--- config.mk ---
export PLATFORM = sky130hd
export DESIGN_NAME = alu_instr_sequencer_flat
export DESIGN_NICKNAME = d
export VERILOG_FILES = /design/src/rtl/alu_instr_sequencer_if.sv /design/src/rtl/alu_instr_sequencer.sv /design/src/flat_wrapper.sv
export SDC_FILE = /design/constraint.sdc
export NUM_CORES = 1
export LEC_CHECK = 0
export CAP_MARGIN = 10
export CORE_MARGIN = 10
export CORE_UTILIZATION = 35
export DETAILED_ROUTE_END_ITERATION = 12
export MAX_ROUTING_LAYER = met4
export PLACE_DENSITY = 0.94
export SYNTH_ARGS = -nofsm -noshare
export SYNTH_HDL_FRONTEND = slang
export SYNTH_SLANG_ARGS = --single-unit
--- constraint.sdc ---
create_clock -name Clock -period 2.97 [get_ports Clock]
set_input_delay 0.594 -clock Clock [delete_from_list [all_inputs] [get_ports Clock]]
set_output_delay 0.594 -clock Clock [all_outputs]
set_load 0.1 [all_outputs]
--- src/rtl/alu_instr_sequencer_if.sv ---
// Control bus between the ALU instruction sequencer and the datapath.
// master = sequencer side, slave = datapath / bench side.
interface alu_instr_sequencer_if #(
   parameter int DATA_W    = 32,
   parameter int OPC_W     = 5,
   parameter int REG_SEL_W = 4
);
   localparam int NUM_REGS = 2**REG_SEL_W;

   // Handshake: start is a level request, sampled only in IDLE and in the
   // final state of an instruction; mem_ready marks Mdatain valid and is
   // only looked at while waiting in T1. Both are ignored everywhere else.
   logic                start;
   logic                mem_ready;
   logic [DATA_W-1:0]   IR;
   logic [NUM_REGS-1:0] Rin;
   logic [NUM_REGS-1:0] Rout;
   logic                PCout, MARin, IncPC, Zin, Zlowout, Zhighout, PCin;
   logic                Read, MDRin, MDRout, IRin, Yin, HIin, LOin;
   logic [OPC_W-1:0]    opcode;
   logic                busy, done, illegal, mem_timeout;
   logic [2:0]          state_dbg;

   modport master (
      input  start, mem_ready, IR,
      output Rin, Rout, PCout, MARin, IncPC, Zin, Zlowout, Zhighout, PCin,
             Read, MDRin, MDRout, IRin, Yin, HIin, LOin, opcode,
             busy, done, illegal, mem_timeout, state_dbg
   );

   modport slave (
      output start, mem_ready, IR,
      input  Rin, Rout, PCout, MARin, IncPC, Zin, Zlowout, Zhighout, PCin,
             Read, MDRin, MDRout, IRin, Yin, HIin, LOin, opcode,
             busy, done, illegal, mem_timeout, state_dbg
   );
endinterface

--- src/rtl/alu_instr_sequencer.sv ---
// Fetch / decode / execute sequencer for three-register ALU and MUL/DIV
// instructions; drives one-hot register strobes and datapath controls.
module alu_instr_sequencer #(
   parameter int             DATA_W      = 32,
   parameter int             OPC_W       = 5,
   parameter int             REG_SEL_W   = 4,
   parameter logic [OPC_W-1:0] ALU_OP_LO = 5'b00011,
   parameter logic [OPC_W-1:0] ALU_OP_HI = 5'b01001,
   parameter logic [OPC_W-1:0] MUL_OP    = 5'b01111,
   parameter logic [OPC_W-1:0] DIV_OP    = 5'b10000,
   parameter int             MEM_TIMEOUT = 15
) (
   input logic Clock,
   input logic clear,
   alu_instr_sequencer_if.master bus
);
   localparam int NUM_REGS = 2**REG_SEL_W;
   localparam int CNT_W    = $clog2(MEM_TIMEOUT + 1);
   localparam int LOW_W    = DATA_W - OPC_W - 3*REG_SEL_W;

   typedef enum logic [2:0] {IDLE, T0, T1, T2, T3, T4, T5, T6} state_t;

   state_t               state, state_nxt;
   logic [CNT_W-1:0]     wait_cnt;
   logic [OPC_W-1:0]     op;
   logic [REG_SEL_W-1:0] ra, rb, rc;
   logic                 is_alu, is_md, legal, first_t1, timeout_hit;
   logic                 unused_ir;

   assign op = bus.IR[DATA_W-1 -: OPC_W];
   assign ra = bus.IR[DATA_W-OPC_W-1 -: REG_SEL_W];
   assign rb = bus.IR[DATA_W-OPC_W-REG_SEL_W-1 -: REG_SEL_W];
   assign rc = bus.IR[DATA_W-OPC_W-2*REG_SEL_W-1 -: REG_SEL_W];
   assign unused_ir = ^bus.IR[LOW_W-1:0];

   assign is_alu = (op >= ALU_OP_LO) && (op <= ALU_OP_HI);
   assign is_md  = (op == MUL_OP) || (op == DIV_OP);
   assign legal  = is_alu || is_md;

   // Staying in T1 implies a not-ready cycle was counted, so a zero count
   // identifies the first T1 cycle without a separate flag.
   assign first_t1    = (wait_cnt == '0);
   assign timeout_hit = !bus.mem_ready && (wait_cnt == CNT_W'(MEM_TIMEOUT - 1));

   assign bus.state_dbg = state;

   always_ff @(posedge Clock or posedge clear) begin
      if (clear) begin
         state    <= IDLE;
         wait_cnt <= '0;
      end else begin
         state <= state_nxt;
         if (state == T0)
            wait_cnt <= '0;
         else if (state == T1 && !bus.mem_ready)
            wait_cnt <= wait_cnt + CNT_W'(1);
      end
   end

   always_comb begin
      state_nxt = state;
      case (state)
         IDLE: if (bus.start) state_nxt = T0;
         T0:   state_nxt = T1;
         T1: begin
            if (bus.mem_ready)  state_nxt = T2;
            else if (timeout_hit) state_nxt = IDLE;
         end
         T2:   state_nxt = T3;
         T3:   state_nxt = legal ? T4 : IDLE;
         T4:   state_nxt = T5;
         T5: begin
            if (is_md)          state_nxt = T6;
            else                state_nxt = bus.start ? T0 : IDLE;
         end
         T6:   state_nxt = bus.start ? T0 : IDLE;
         default: state_nxt = IDLE;
      endcase
   end

   always_comb begin
      bus.Rin = '0;      bus.Rout = '0;
      bus.PCout = 1'b0;  bus.MARin = 1'b0;    bus.IncPC = 1'b0; bus.Zin = 1'b0;
      bus.Zlowout = 1'b0; bus.Zhighout = 1'b0; bus.PCin = 1'b0;  bus.Read = 1'b0;
      bus.MDRin = 1'b0;  bus.MDRout = 1'b0;   bus.IRin = 1'b0;  bus.Yin = 1'b0;
      bus.HIin = 1'b0;   bus.LOin = 1'b0;     bus.opcode = '0;
      bus.busy = (state != IDLE);
      bus.done = 1'b0;   bus.illegal = 1'b0;  bus.mem_timeout = 1'b0;
      case (state)
         T0: begin
            bus.PCout = 1'b1; bus.MARin = 1'b1; bus.IncPC = 1'b1; bus.Zin = 1'b1;
         end
         T1: begin
            bus.Zlowout     = first_t1;
            bus.PCin        = first_t1;
            bus.Read        = 1'b1;
            bus.MDRin       = 1'b1;
            bus.mem_timeout = timeout_hit;
         end
         T2: begin
            bus.MDRout = 1'b1; bus.IRin = 1'b1;
         end
         T3: begin
            if (legal) begin
               bus.Rout = NUM_REGS'(1) << rb;
               bus.Yin  = 1'b1;
            end else begin
               bus.illegal = 1'b1;
            end
         end
         T4: begin
            bus.Rout   = NUM_REGS'(1) << rc;
            bus.opcode = op;
            bus.Zin    = 1'b1;
         end
         T5: begin
            bus.Zlowout = 1'b1;
            if (is_md) begin
               bus.LOin = 1'b1;
            end else begin
               bus.Rin  = NUM_REGS'(1) << ra;
               bus.done = 1'b1;
            end
         end
         T6: begin
            bus.Zhighout = 1'b1; bus.HIin = 1'b1; bus.done = 1'b1;
         end
         default: ;
      endcase
   end
endmodule

--- src/flat_wrapper.sv ---
// flat-port wrapper written by rule: the top's interface ports become plain ports
module alu_instr_sequencer_flat 
#(
   parameter int             DATA_W      = 32,
   parameter int             OPC_W       = 5,
   parameter int             REG_SEL_W   = 4,
   parameter logic [OPC_W-1:0] ALU_OP_LO = 5'b00011,
   parameter logic [OPC_W-1:0] ALU_OP_HI = 5'b01001,
   parameter logic [OPC_W-1:0] MUL_OP    = 5'b01111,
   parameter logic [OPC_W-1:0] DIV_OP    = 5'b10000,
   parameter int             MEM_TIMEOUT = 15
)
  (Clock, clear, bus_start, bus_mem_ready, bus_IR, bus_Rin, bus_Rout, bus_PCout, bus_MARin, bus_IncPC, bus_Zin, bus_Zlowout, bus_Zhighout, bus_PCin, bus_Read, bus_MDRin, bus_MDRout, bus_IRin, bus_Yin, bus_HIin, bus_LOin, bus_opcode, bus_busy, bus_done, bus_illegal, bus_mem_timeout, bus_state_dbg);
  alu_instr_sequencer_if #(.DATA_W(DATA_W), .OPC_W(OPC_W), .REG_SEL_W(REG_SEL_W)) bus_i ();
  input logic Clock;
  input logic clear;
  input wire logic [$bits(bus_i.start)-1:0] bus_start;
  input wire logic [$bits(bus_i.mem_ready)-1:0] bus_mem_ready;
  input wire logic [$bits(bus_i.IR)-1:0] bus_IR;
  output wire logic [$bits(bus_i.Rin)-1:0] bus_Rin;
  output wire logic [$bits(bus_i.Rout)-1:0] bus_Rout;
  output wire logic [$bits(bus_i.PCout)-1:0] bus_PCout;
  output wire logic [$bits(bus_i.MARin)-1:0] bus_MARin;
  output wire logic [$bits(bus_i.IncPC)-1:0] bus_IncPC;
  output wire logic [$bits(bus_i.Zin)-1:0] bus_Zin;
  output wire logic [$bits(bus_i.Zlowout)-1:0] bus_Zlowout;
  output wire logic [$bits(bus_i.Zhighout)-1:0] bus_Zhighout;
  output wire logic [$bits(bus_i.PCin)-1:0] bus_PCin;
  output wire logic [$bits(bus_i.Read)-1:0] bus_Read;
  output wire logic [$bits(bus_i.MDRin)-1:0] bus_MDRin;
  output wire logic [$bits(bus_i.MDRout)-1:0] bus_MDRout;
  output wire logic [$bits(bus_i.IRin)-1:0] bus_IRin;
  output wire logic [$bits(bus_i.Yin)-1:0] bus_Yin;
  output wire logic [$bits(bus_i.HIin)-1:0] bus_HIin;
  output wire logic [$bits(bus_i.LOin)-1:0] bus_LOin;
  output wire logic [$bits(bus_i.opcode)-1:0] bus_opcode;
  output wire logic [$bits(bus_i.busy)-1:0] bus_busy;
  output wire logic [$bits(bus_i.done)-1:0] bus_done;
  output wire logic [$bits(bus_i.illegal)-1:0] bus_illegal;
  output wire logic [$bits(bus_i.mem_timeout)-1:0] bus_mem_timeout;
  output wire logic [$bits(bus_i.state_dbg)-1:0] bus_state_dbg;
  assign bus_i.start = bus_start;
  assign bus_i.mem_ready = bus_mem_ready;
  assign bus_i.IR = bus_IR;
  assign bus_Rin = bus_i.Rin;
  assign bus_Rout = bus_i.Rout;
  assign bus_PCout = bus_i.PCout;
  assign bus_MARin = bus_i.MARin;
  assign bus_IncPC = bus_i.IncPC;
  assign bus_Zin = bus_i.Zin;
  assign bus_Zlowout = bus_i.Zlowout;
  assign bus_Zhighout = bus_i.Zhighout;
  assign bus_PCin = bus_i.PCin;
  assign bus_Read = bus_i.Read;
  assign bus_MDRin = bus_i.MDRin;
  assign bus_MDRout = bus_i.MDRout;
  assign bus_IRin = bus_i.IRin;
  assign bus_Yin = bus_i.Yin;
  assign bus_HIin = bus_i.HIin;
  assign bus_LOin = bus_i.LOin;
  assign bus_opcode = bus_i.opcode;
  assign bus_busy = bus_i.busy;
  assign bus_done = bus_i.done;
  assign bus_illegal = bus_i.illegal;
  assign bus_mem_timeout = bus_i.mem_timeout;
  assign bus_state_dbg = bus_i.state_dbg;
  alu_instr_sequencer #(.DATA_W(DATA_W), .OPC_W(OPC_W), .REG_SEL_W(REG_SEL_W), .ALU_OP_LO(ALU_OP_LO), .ALU_OP_HI(ALU_OP_HI), .MUL_OP(MUL_OP), .DIV_OP(DIV_OP), .MEM_TIMEOUT(MEM_TIMEOUT)) u_core (.Clock(Clock), .clear(clear), .bus(bus_i));
endmodule
After elaboration in Yosys (flattened, before gate mapping)
Index checks and enable logic that the tools add are counted.

Output and inout bits: 58. Flip-flop bits (word level): 7. Logic and storage cells: 62. Input port bits: 36.

Muxes and demuxes: 30. Add/sub/neg operators: 1. Reduce and logical (&&, ||, !) cells: 12. Shift operators: 3. Equality and inequality tests: 12. Magnitude comparators: 2.

Operators by type and width (count): 16-bit 2-to-1 mux (3); 1-bit by 4-bit << shifter with 16-bit output, first input constant (3); 16-bit one-hot mux with 2 select lines (1); 3-bit one-hot mux with 8 select lines (1); 1-bit 2-to-1 mux (15); 3-bit 2-to-1 mux (5); 3-bit equality test, second input constant (4); 4-bit 2-to-1 mux (2); 3-bit by 2-bit equality test with 1-bit output, second input constant (2); 5-bit by 4-bit equality test with 1-bit output, second input constant (1); 5-bit equality test, second input constant (1); 5-bit by 2-bit >= comparator with 1-bit output, second input constant (1); 5-bit by 4-bit less-or-equal comparator with 1-bit output, second input constant (1); 5-bit 2-to-1 mux (1); 4-bit by 1-bit adder with 4-bit output, second input constant (1); 4-bit equality test, second input constant (1); 4-bit logical NOT (1); 1-bit one-hot mux with 2 select lines (2); 3-bit by 1-bit equality test with 1-bit output, second input constant (1); 1-bit logical AND (3); 3-bit logical NOT (1); 3-bit by 2-bit != test with 1-bit output, second input constant (1); 3-bit nonzero test (1); 1-bit logical OR (2); 5 further kinds (5).

Longest topological paths before layout
Gate-level depths: netlist (run 1).

Depth after elaboration: 5. Depth in mapped cells: 5.

Worst setup path after synthesis (run 1)
OpenSTA, ideal clock, no wires.

Path kind: register to output. Start point: reg u_core.state[1], in the netlist u_core.bus.state_dbg[1]. End point: out bus_illegal. Buffers on the path: 1. Setup slack: -2.070 ns. Data arrival time: 4.446 ns. Cell stages (with the launch flop): 4. Required time: 2.376 ns. Cell sequence: dfrtp_1 buf_1 nor3b_4 nor4b_1.

Cells in the longest elaborated chain, start to end: 2.

Ends and longest elaborated chain: start, declared (line alu_instr_sequencer.sv:23) `state_t state, state_nxt;`; start signal, assigned (line alu_instr_sequencer.sv:52) `state <= state_nxt;`; 3-bit equality test (line alu_instr_sequencer.sv:89) `case (state)`; 1-bit 2-to-1 mux (line alu_instr_sequencer.sv:89); end, declared (line flat_wrapper.sv:39) `output wire logic [$bits(bus_i.illegal)-1:0] bus_illegal;`.

No other way between the ends.

Final worst setup path (run 1)
Start point: in bus_IR[27]. End point: out bus_Rout[10].

Cells in the longest elaborated chain, start to end: 5.

Ends and longest elaborated chain: start, declared (line flat_wrapper.sv:19) `input wire logic [$bits(bus_i.IR)-1:0] bus_IR;`; 5-bit by 2-bit >= comparator with 1-bit output (tied with other cells) (line alu_instr_sequencer.sv:36) `assign is_alu = (op >= ALU_OP_LO) && (op <= ALU_OP_HI);`; 1-bit logical AND or 1-bit logical OR (tied branches) (line alu_instr_sequencer.sv:36, alu_instr_sequencer.sv:37); 1-bit logical OR (*) (line alu_instr_sequencer.sv:38) `assign legal = is_alu || is_md;`; 16-bit 2-to-1 mux (*) (line alu_instr_sequencer.sv:104) `if (legal) begin`; 16-bit one-hot mux with 2 select lines (*) (line alu_instr_sequencer.sv:89); end, declared (line flat_wrapper.sv:21) `output wire logic [$bits(bus_i.Rout)-1:0] bus_Rout;`.

Mark *: on every way between the ends. The rest lies on a longest branch, timed or not.

==> results of run 1 <==
[final timing paths]
path | start | endpoint | depth (start not counted)
max | bus_IR[27] | bus_Rout[10] | 7
min | clear | u_core.wait_cnt[0]$_DFFE_PP0P_ | 2
max reg2reg | u_core.bus.state_dbg[2]$_DFFE_PP0P_ | u_core.wait_cnt[3]$_DFFE_PP0P_ | 4
min reg2reg | u_core.wait_cnt[1]$_DFFE_PP0P_ | u_core.wait_cnt[1]$_DFFE_PP0P_ | 2
max in group asynchronous | clear | u_core.bus.state_dbg[0]$_DFFE_PP0P_ | 2
min in group Clock | u_core.wait_cnt[1]$_DFFE_PP0P_ | u_core.wait_cnt[1]$_DFFE_PP0P_ | 2
[stage by stage]
stage / TNS [ps] / total power [W]
global route: 0 / 0.00179
global placement: -971 / 0.00158
CTS: 0 / 0.00172
detailed placement: -1860 / 0.00161
floorplan: -446 / 0.00130
finish: 0 / 0.00173
[what timing repair did]
item                       in CTS  in global routing
gates resized for setup        11                  5
hold endpoints to repair        0                  0
setup buffers                   2                  0
setup endpoints to repair      27                 11
pin swaps                       6                  4
[area by class of cell]
class                           instances  area (um^2)  share of cell area, %
Timing Repair Buffer                  106         1360                   47.7
Multi-Input combinational cell        134         1200                   41.9
Sequential cell                         7          179                   6.26
Tap cell                               44         55.1                   1.93
Inverter                                9         37.5                   1.31
Clock buffer                            4         26.3                  0.920
[cell usage in the layout, fill, tap and decap left out, types with 3 or more instances in the layout]
| master | count |
|---|---|
| and2_1 | 5 |
| buf_12 | 42 |
| buf_4 | 43 |
| clkbuf_4 | 3 |
| clkdlybuf4s50_1 | 15 |
| dfrtp_1 | 4 |
| dfrtp_2 | 3 |
| dlygate4sd2_1 | 3 |
| ha_1 | 3 |
| inv_1 | 7 |
| nand2_1 | 16 |
| nand2b_1 | 12 |
| nand3_1 | 6 |
| nor2_1 | 12 |
| nor2_2 | 12 |
| nor2b_1 | 3 |
| nor3_4 | 5 |
| o22ai_4 | 6 |
| o31ai_4 | 6 |
| or3_1 | 3 |
[report_power, final]
part	internal (W)	switching, W
clock	0.0000515	0.0000388
sequential	0.000128	0.0000994
combinational	0.000347	0.00107
total	0.000526	0.00121
[flip-flops by register name, summed over array words and instances, names as in the netlist]
register              flops
u_core.bus.state_dbg      3
u_core.wait_cnt           4
[cells by family (layout without fill, tap and decap cells)]
logic type | count (synthesis) | after routing | synth area share [%]
AO/OA/AOI/OAI | 26 | 26 | 19.2
XOR/XNOR | 3 | 3 | 2.32
adder cells (fa/ha/maj) | 3 | 3 | 3.31
buffers and inverters | 21 | 119 | 9.59
flip-flops | 7 | 7 | 15.4
multiplexers | 1 | 1 | 0.882
AND/OR/NAND/NOR | 101 | 101 | 49.3
[metal layers]
metal / vias up / GRT usage, % / share of wire [%]
met5: - / - / 0
met4: 0 / 9.11 / 4.2
met3: 25 / 8.51 / 9.5
met2: 103 / 40.8 / 52
met1: 857 / 22.2 / 34
li1: 775 / - / -
==> summary.md, run 1 <==
| Metric | Value |
|---|---|
| Cells after synthesis | `162` |
| H-Tree Depth | `1` |
| Final wirelength | `6.67 mm` |
| Initial antenna violation count | `0` |
| Hold Path Class | `input pin to asynchronous set/reset pin` |
| Max incr delay on CP | `360 ps` |
| First-pass GRT wire length | `10.9 mm` |
| Cell area power density | `606 mW/mm^2` |
| Fin. Hold Viols | `0` |
| Initial DRC Count | `109` |
| Grt ovf | `0` |
| Critical path's slowest cell | `o32ai_4` |
| Max Cap Viol | `0` |
| Drt via density | `5.79` |
| Vias | `1,760` |
| Crit path kind | `input pin to output port` |
| Place WS | `-252 ps` |
| Cell Chain, Critical Path | `dlygate4sd2_1 -> nor4_4 -> and2_4 -> o31ai_4 -> buf_6 -> o32ai_4 -> buf_12` |
| Ranking of synthesized cells by area | `dfrtp_1 (15%), nor2_1 (8.6%), nand2b_1 (6.6%), nand2_1 (5.3%), o31ai_4 (3.7%)` |
| Initial core utilization | `36.9%` |
| Fin Hold WS | `578 ps` |
| Cell Area, Synth | `0.00113 mm^2` |
| Die area | `0.00592 mm^2` |
| Crit. End Element | `output port` |
| Rel. slew slack | `60.9%` |
| Post-layout min period | `2920 ps` |
| Placed cell count | `298` |
| Clock transition at path regs | `50 ps` |
| IO Port Bufs | `78` |
| Area growth from synthesis to layout | `152%` |
| CTS sink cnt | `7` |
| FILL cells | `103` |
| Largest net degree at the start of global routing | `16` |
| Core Rows | `20` |
| Routability cong. | `0.879` |
| TritonCTS Buffers | `3` |
| Die Span Y | `76.9 um` |
| Routed len/inst | `22.0 um` |
| CTS tree | `done` |
| Drt first pass iters | `4` |
| Leak pwr | `1.12 nW` |
| Final Non-Filler Cells | `304` |
| Post-synth EDFFs | `0` |
| Synth Register Bits | `7` |
| Final WS setup | `49.1 ps` |
| Req. time, crit path | `2380 ps` |
| Clock Path Buffers | `2` |
| Startpoint types | `input pin` |
| Dominant cell type by area after synthesis | `dfrtp_1` |
| Nets | `300` |
| Detail Route Antenna Nets | `0` |
| Synth Area per Inst | `7.01 um^2` |
| Ports | `94` |
| Core Area | `0.00308 mm^2` |
| Residual DRC | `0` |
| Clk root buf | `clkbuf_4` |
| Register area share after synthesis | `15.4%` |
| Max Transition Viols Final | `0` |
| RSZ-0062 raised after global routing | `false` |
| Worst-Margin Slew | `585 ps` |
| Clock Skew | `0.317 ps` |
| Top FF cell, synth | `dfrtp_1` |
| Maximum vdd drop | `1100 uV` |
| Fmax | `342 MHz` |
| Vias in the first global route | `1,972` |
| Final setup fails | `0` |
| Worst skew pair latency | `260 ps` |
| Asr flop ratio synth | `100%` |
| Layout cells sized above 1 | `55.4%` |
| Delay-heaviest family, CP | `buffers and inverters` |
| Die Wd | `76.9 um` |
| Tot GR Track Use | `23.0%` |
| Most instantiated cells after synthesis | `nor2_1 (26), nand2_1 (16), nand2b_1 (12)` |
| Top-count cell post-synth | `nor2_1` |
| Post-Syn Nets | `201` |
| Final instance area | `0.00286 mm^2` |
| ANT cells | `0` |
| Final core occ | `92.8%` |
| Hold-fix buffers, CTS | `0` |
| Post-DP HPWL | `5.14 mm` |
| Status | `finished clean` |
| Synth warn | `0` |
| Critical path buffers and inverters | `3` |
| R2R setup slack | `1190 ps` |
| WP data arrival | `2330 ps` |
| Share of the synthesized area in the top cell type | `15.4%` |
| Library cells used by synthesis | `47` |
| Worst-path maximum fanout | `6` |
| Placed cell area | `0.00280 mm^2` |
| Final worst path period share | `98.3%` |
Note: power is estimated with default switching activity, not from simulation.
==> run 2, diff against run 1 <==
--- a/config.mk
+++ b/config.mk
@@ -6,7 +6,6 @@
 export NUM_CORES = 1
 export LEC_CHECK = 0
 export CAP_MARGIN = 10
-export CORE_MARGIN = 10
 export CORE_UTILIZATION = 35
 export DETAILED_ROUTE_END_ITERATION = 12
 export MAX_ROUTING_LAYER = met4
==> summary.md, run 2 (same netlist as run 1, synthesis figures left out) <==
| Metric | Value |
|---|---|
| Status | `complete, but fails checks` |
| Failing checks | `setup timing` |
| M1 wire length | `2.43 mm` |
| R2R Path Start | `u_core.bus.state_dbg[2]$_DFFE_PP0P_` |
| TritonCTS Buffers | `3` |
| Cell area power density | `617 mW/mm^2` |
| DR top layer | `met4` |
| Clock transition at path regs | `70 ps` |
| Total Power | `0.00178 W` |
| Crit. End Element | `output port` |
| Max reg flops | `4` |
| Max Cap Viol | `0` |
| Routability cong. | `0.911` |
| Initial DRC Count | `195` |
| Req. time, crit path | `2380 ps` |
| Final worst path period share | `101%` |
| Drt via density | `6.34` |
| Most common cell after layout, fill and taps aside | `buf_12` |
| Detail Route Antenna Nets | `0` |
| Clock Path Buffers | `2` |
| Area growth from synthesis to layout | `154%` |
| Post-DP HPWL | `4.53 mm` |
| Clk root buf | `clkbuf_4` |
| ANT cells | `0` |
| Drt first pass iters | `5` |
| Rel. slew slack | `62.4%` |
| Clock Skew | `14.5 ps` |
| Routed wl met3 | `684 um` |
| WP data arrival | `2400 ps` |
| Residual DRC | `0` |
| Largest register by flop count | `u_core.wait_cnt` |
| Post-layout min period | `3000 ps` |
| Grt ovf | `0` |
| Tot GR Track Use | `46.5%` |
| Final wirelength | `7.39 mm` |
| Core Rows | `20` |
| Routed len/inst | `24.3 um` |
| Max Transition Viols Final | `0` |
| Ports | `94` |
| Worst-path maximum fanout | `6` |
| Setup_tns | `-35.0 ps` |
| Layout cells sized above 1 | `56.5%` |
| Crit path kind | `input pin to output port` |
| Worst Setup SP | `bus_IR[30]` |
| Initial core utilization | `37.2%` |
| Final WS setup | `-27.0 ps` |
| First-pass GRT wire length | `11.3 mm` |
| Initial antenna violation count | `0` |
| Fmax | `334 MHz` |
| CTS sink cnt | `7` |
| IO Port Bufs | `78` |
| Nets | `300` |
| Die Span Y | `58.9 um` |
| Hold Path Class | `input pin to asynchronous set/reset pin` |
| Leak pwr | `1.14 nW` |
| Die Wd | `58.9 um` |
| Worst skew pair latency | `260 ps` |
| Final core occ | `94.5%` |
| Worst-Margin Slew | `563 ps` |
| Startpoint types | `input pin` |
| Largest net degree at the start of global routing | `16` |
| Vias in the first global route | `1,968` |
| Fin. Hold Viols | `0` |
| H-Tree Depth | `1` |
| Most frequent cells in the layout | `buf_12 (43), buf_4 (42), nand2_1 (16)` |
| Final setup fails | `2` |
| Die area | `0.00347 mm^2` |
| Met2 Wirelength | `3.71 mm` |
| Maximum vdd drop | `934 uV` |
| Core Area | `0.00305 mm^2` |
| CTS tree | `done` |
| Vias | `1,928` |
## run 2: layout make-up
cell class | instances | area (um^2)
Clock buffer | 3 | 22.5
Timing Repair Buffer | 106 | 1390
Tap cell | 44 | 55.1
Fill cell | 86 | 168
Inverter | 9 | 37.5
Sequential cell | 7 | 179
Clock inverter | 1 | 5.00
Multi-Input combinational cell | 134 | 1200
## run 2: worst paths after layout
check	endpoint	slack, ps	cells past startpoint
setup / recovery	bus_Rout[8]	-30	7
hold / removal	u_core.wait_cnt[1]$_DFFE_PP0P_	590	2
setup reg to reg	u_core.wait_cnt[3]$_DFFE_PP0P_	1220	4
hold reg to reg	u_core.wait_cnt[3]$_DFFE_PP0P_	650	2
max in group asynchronous	u_core.bus.state_dbg[1]$_DFFE_PP0P_	2110	2
min in group Clock	u_core.wait_cnt[3]$_DFFE_PP0P_	650	2
## run 2: per-layer routing
| layer | vias up | track usage [%] |
|---|---|---|
| met3 | 71 | 11.0 |
| met5 | - | - |
| met4 | 0 | 26.9 |
| met2 | 198 | 78.1 |
| li1 | 772 | - |
| met1 | 887 | 49.8 |
## run 2: critical path, cell delays in order
cell             delay [ps]
clkdlybuf4s15_2         240
nor4_4                  420
and2_4                  240
o31ai_4                 130
buf_4                   180
o41ai_4                 370
buf_12                  220
## run 2: report_power, final
| group | switching [W] | internal (W) | leakage [nW] |
|---|---|---|---|
| combinational | 0.00110 | 0.000351 | 1.03 |
| sequential | 0.000113 | 0.000127 | 0.0887 |
| clock | 0.0000432 | 0.0000495 | 0.0177 |
## run 2: metrics by stage
stage | cells | worst slack (ps) | hold slack (ps) | instance area (um^2)
after global routing | 304 | -79.3 | 586 | 2890
after CTS | 304 | 2.18 | 593 | 2870
after detailed placement | 297 | -196 | 583 | 2800
final | 304 | -27.0 | 585 | 2890
after global placement | 297 | -158 | 554 | 2800
after floorplan | 162 | -204 | 397 | 1460
## run 2: repair_timing
action                                  CTS  global route
pin swaps                                 6             5
endpoints found under the setup margin   17            31
resized for setup                        14             6
hold endpoints to repair                  0             0
hold buffers                              0             0
setup buffers                             3             0
==> run 3, diff against run 2 <==
--- a/config.mk
+++ b/config.mk
@@ -6,10 +6,11 @@
 export NUM_CORES = 1
 export LEC_CHECK = 0
 export CAP_MARGIN = 10
-export CORE_UTILIZATION = 35
+export CORE_UTILIZATION = 33
 export DETAILED_ROUTE_END_ITERATION = 12
 export MAX_ROUTING_LAYER = met4
-export PLACE_DENSITY = 0.94
+export PLACE_DENSITY = 0.9
+export REMOVE_ABC_BUFFERS = 1
 export SYNTH_ARGS = -nofsm -noshare
 export SYNTH_HDL_FRONTEND = slang
 export SYNTH_SLANG_ARGS = --single-unit
==> constraint.sdc (replaced) <==
create_clock -name Clock -period 2.85 [get_ports Clock]
set_input_delay 0.57 -clock Clock [delete_from_list [all_inputs] [get_ports Clock]]
set_output_delay 0.57 -clock Clock [all_outputs]
set_load 0.1 [all_outputs]
==> summary.md, run 3 (same netlist as run 1, synthesis figures left out) <==
| Metric | Value |
|---|---|
| Final WS setup | `41.1 ps` |
| Final worst path period share | `98.6%` |
| Startpoint types | `input pin` |
| Delay-heaviest family, CP | `compound AO/OA/AOI/OAI gates` |
| TritonCTS Buffers | `3` |
| IO Port Bufs | `78` |
| Die Span Y | `60.6 um` |
| Most used cell, CP | `o31ai_4` |
| Max incr delay on CP | `430 ps` |
| Grt ovf | `0` |
| Die area | `0.00368 mm^2` |
| Total Power | `0.00177 W` |
| Maximum vdd drop | `371 uV` |
| Cell area power density | `677 mW/mm^2` |
| Max Cap Viol | `0` |
| Met3 Use GR | `6.61%` |
| Final wirelength | `5.40 mm` |
| Initial DRC Count | `154` |
| Nets | `294` |
| Clock Path Buffers | `2` |
| Die Wd | `60.6 um` |
| Fin Hold WS | `546 ps` |
| GR Util met2 | `52.1%` |
| Core Rows | `20` |
| Worst Setup SP | `bus_IR[28]` |
| First-pass GRT wire length | `7.73 mm` |
| R2R Path Start | `u_core.bus.state_dbg[0]$_DFFE_PP0P_` |
| Fin. Hold Viols | `0` |
| Vias in the first global route | `1,658` |
| FF/Latch Area | `176 um^2` |
| FILL cells | `175` |
| Crit. End Element | `output port` |
| Initial core utilization | `36.0%` |
| Status | `finished clean` |
| H-Tree Depth | `1` |
| GR Util met1 | `31.2%` |
| Clock transition at path regs | `60 ps` |
| Place WS | `-335 ps` |
| Residual DRC | `0` |
| WP data arrival | `2240 ps` |
| Post-layout min period | `2810 ps` |
| Ports | `94` |
| Hold Path Class | `input pin to asynchronous set/reset pin` |
| Critical path's slowest cell | `or3b_4` |
| Cell Chain, Critical Path | `clkbuf_2 -> or3b_4 -> a21oi_4 -> o31ai_4 -> buf_4 -> o31ai_4 -> buf_12` |
| Final setup fails | `0` |
| CTS sink cnt | `7` |
| Core Area | `0.00315 mm^2` |
| Routed len/inst | `18.1 um` |
| Final core occ | `82.9%` |
| Largest net degree at the start of global routing | `16` |
| Post-DP HPWL | `3.61 mm` |
| Worst skew pair latency | `260 ps` |
| Worst-path maximum fanout | `5` |
| Most frequent cells in the layout | `buf_12 (44), buf_4 (33), nor2_1 (26)` |
| Critical path buffers and inverters | `3` |
| ANT cells | `0` |
| Clk root buf | `clkbuf_4` |
| Drt via density | `5.54` |
| Vias | `1,651` |
| Most common cell after layout, fill and taps aside | `buf_12` |
| Largest register by flop count | `u_core.wait_cnt` |
| CTS tree | `done` |
| Max reg flops | `4` |
| Worst-Margin Slew | `583 ps` |
| Routability cong. | `0.858` |
| Initial antenna violation count | `0` |
| Max Transition Viols Final | `0` |
| Area of the multi-input gates | `966 um^2` |
| Layout cells sized above 1 | `44.1%` |
| Drt first pass iters | `4` |
| Leak pwr | `1.07 nW` |
| Rel. slew slack | `60.6%` |
| Tot GR Track Use | `29.9%` |
| Grt peak-use layer | `met2` |
| Fmax | `356 MHz` |
| Clock Skew | `12.2 ps` |
| RSZ-0062 raised after global routing | `false` |
| Req. time, crit path | `2280 ps` |
| Crit path kind | `input pin to output port` |
| Detail Route Antenna Nets | `0` |
| Area growth from synthesis to layout | `130%` |
[run 3: final timing paths]
check / to / slack, ps / depth (start not counted)
worst max register to register: u_core.bus.state_dbg[0]$_DFFE_PP0P_ / 1030 / 6
max in group asynchronous: u_core.bus.state_dbg[1]$_DFFE_PP0P_ / 2080 / 2
worst max-delay path: bus_Rout[9] / 40 / 7
min in group Clock: u_core.wait_cnt[3]$_DFFE_PP0P_ / 590 / 2
worst min-delay path: u_core.bus.state_dbg[1]$_DFFE_PP0P_ / 550 / 2
worst min register to register: u_core.wait_cnt[3]$_DFFE_PP0P_ / 590 / 2
[run 3: metal layers]
layer | up-vias | share of wire [%] | wire length, um
met3 | 13 | 7.4 | 399
met4 | 0 | 2.2 | 119
met5 | - | 0 | 0
met1 | 781 | 37 | 1980
li1 | 758 | - | -
met2 | 99 | 54 | 2910
[run 3: area by class of cell]
class / instances / share of cell area, %
Timing Repair Buffer: 99 / 51.9
Sequential cell: 7 / 6.75
Inverter: 9 / 1.29
Clock buffer: 4 / 1.01
Tap cell: 44 / 2.11
Multi-Input combinational cell: 135 / 37.0
[run 3: where the power goes]
group          internal (W)  switching (W)  leakage [nW]  total (W)
sequential         0.000131      0.0000820        0.0913   0.000213
clock             0.0000536      0.0000391        0.0150  0.0000927
combinational      0.000385        0.00108         0.967    0.00146
[run 3: timing repair]
item / CTS / global route
cloned: 1 / 0
gates resized for setup: 24 / 13
pin swaps: 9 / 6
setup buffers: 2 / 0
hold buffers: 0 / 0
endpoints found under the setup margin: 34 / 17
[run 3: stage by stage]
stage | setup TNS [ps] | area, um^2 | instances
final | 0 | 2610 | 298
after global placement | -3770 | 2460 | 291
after detailed placement | -6140 | 2460 | 291
after global routing | 0 | 2610 | 298
after floorplan | -61340 | 1060 | 150
after CTS | 0 | 2580 | 298
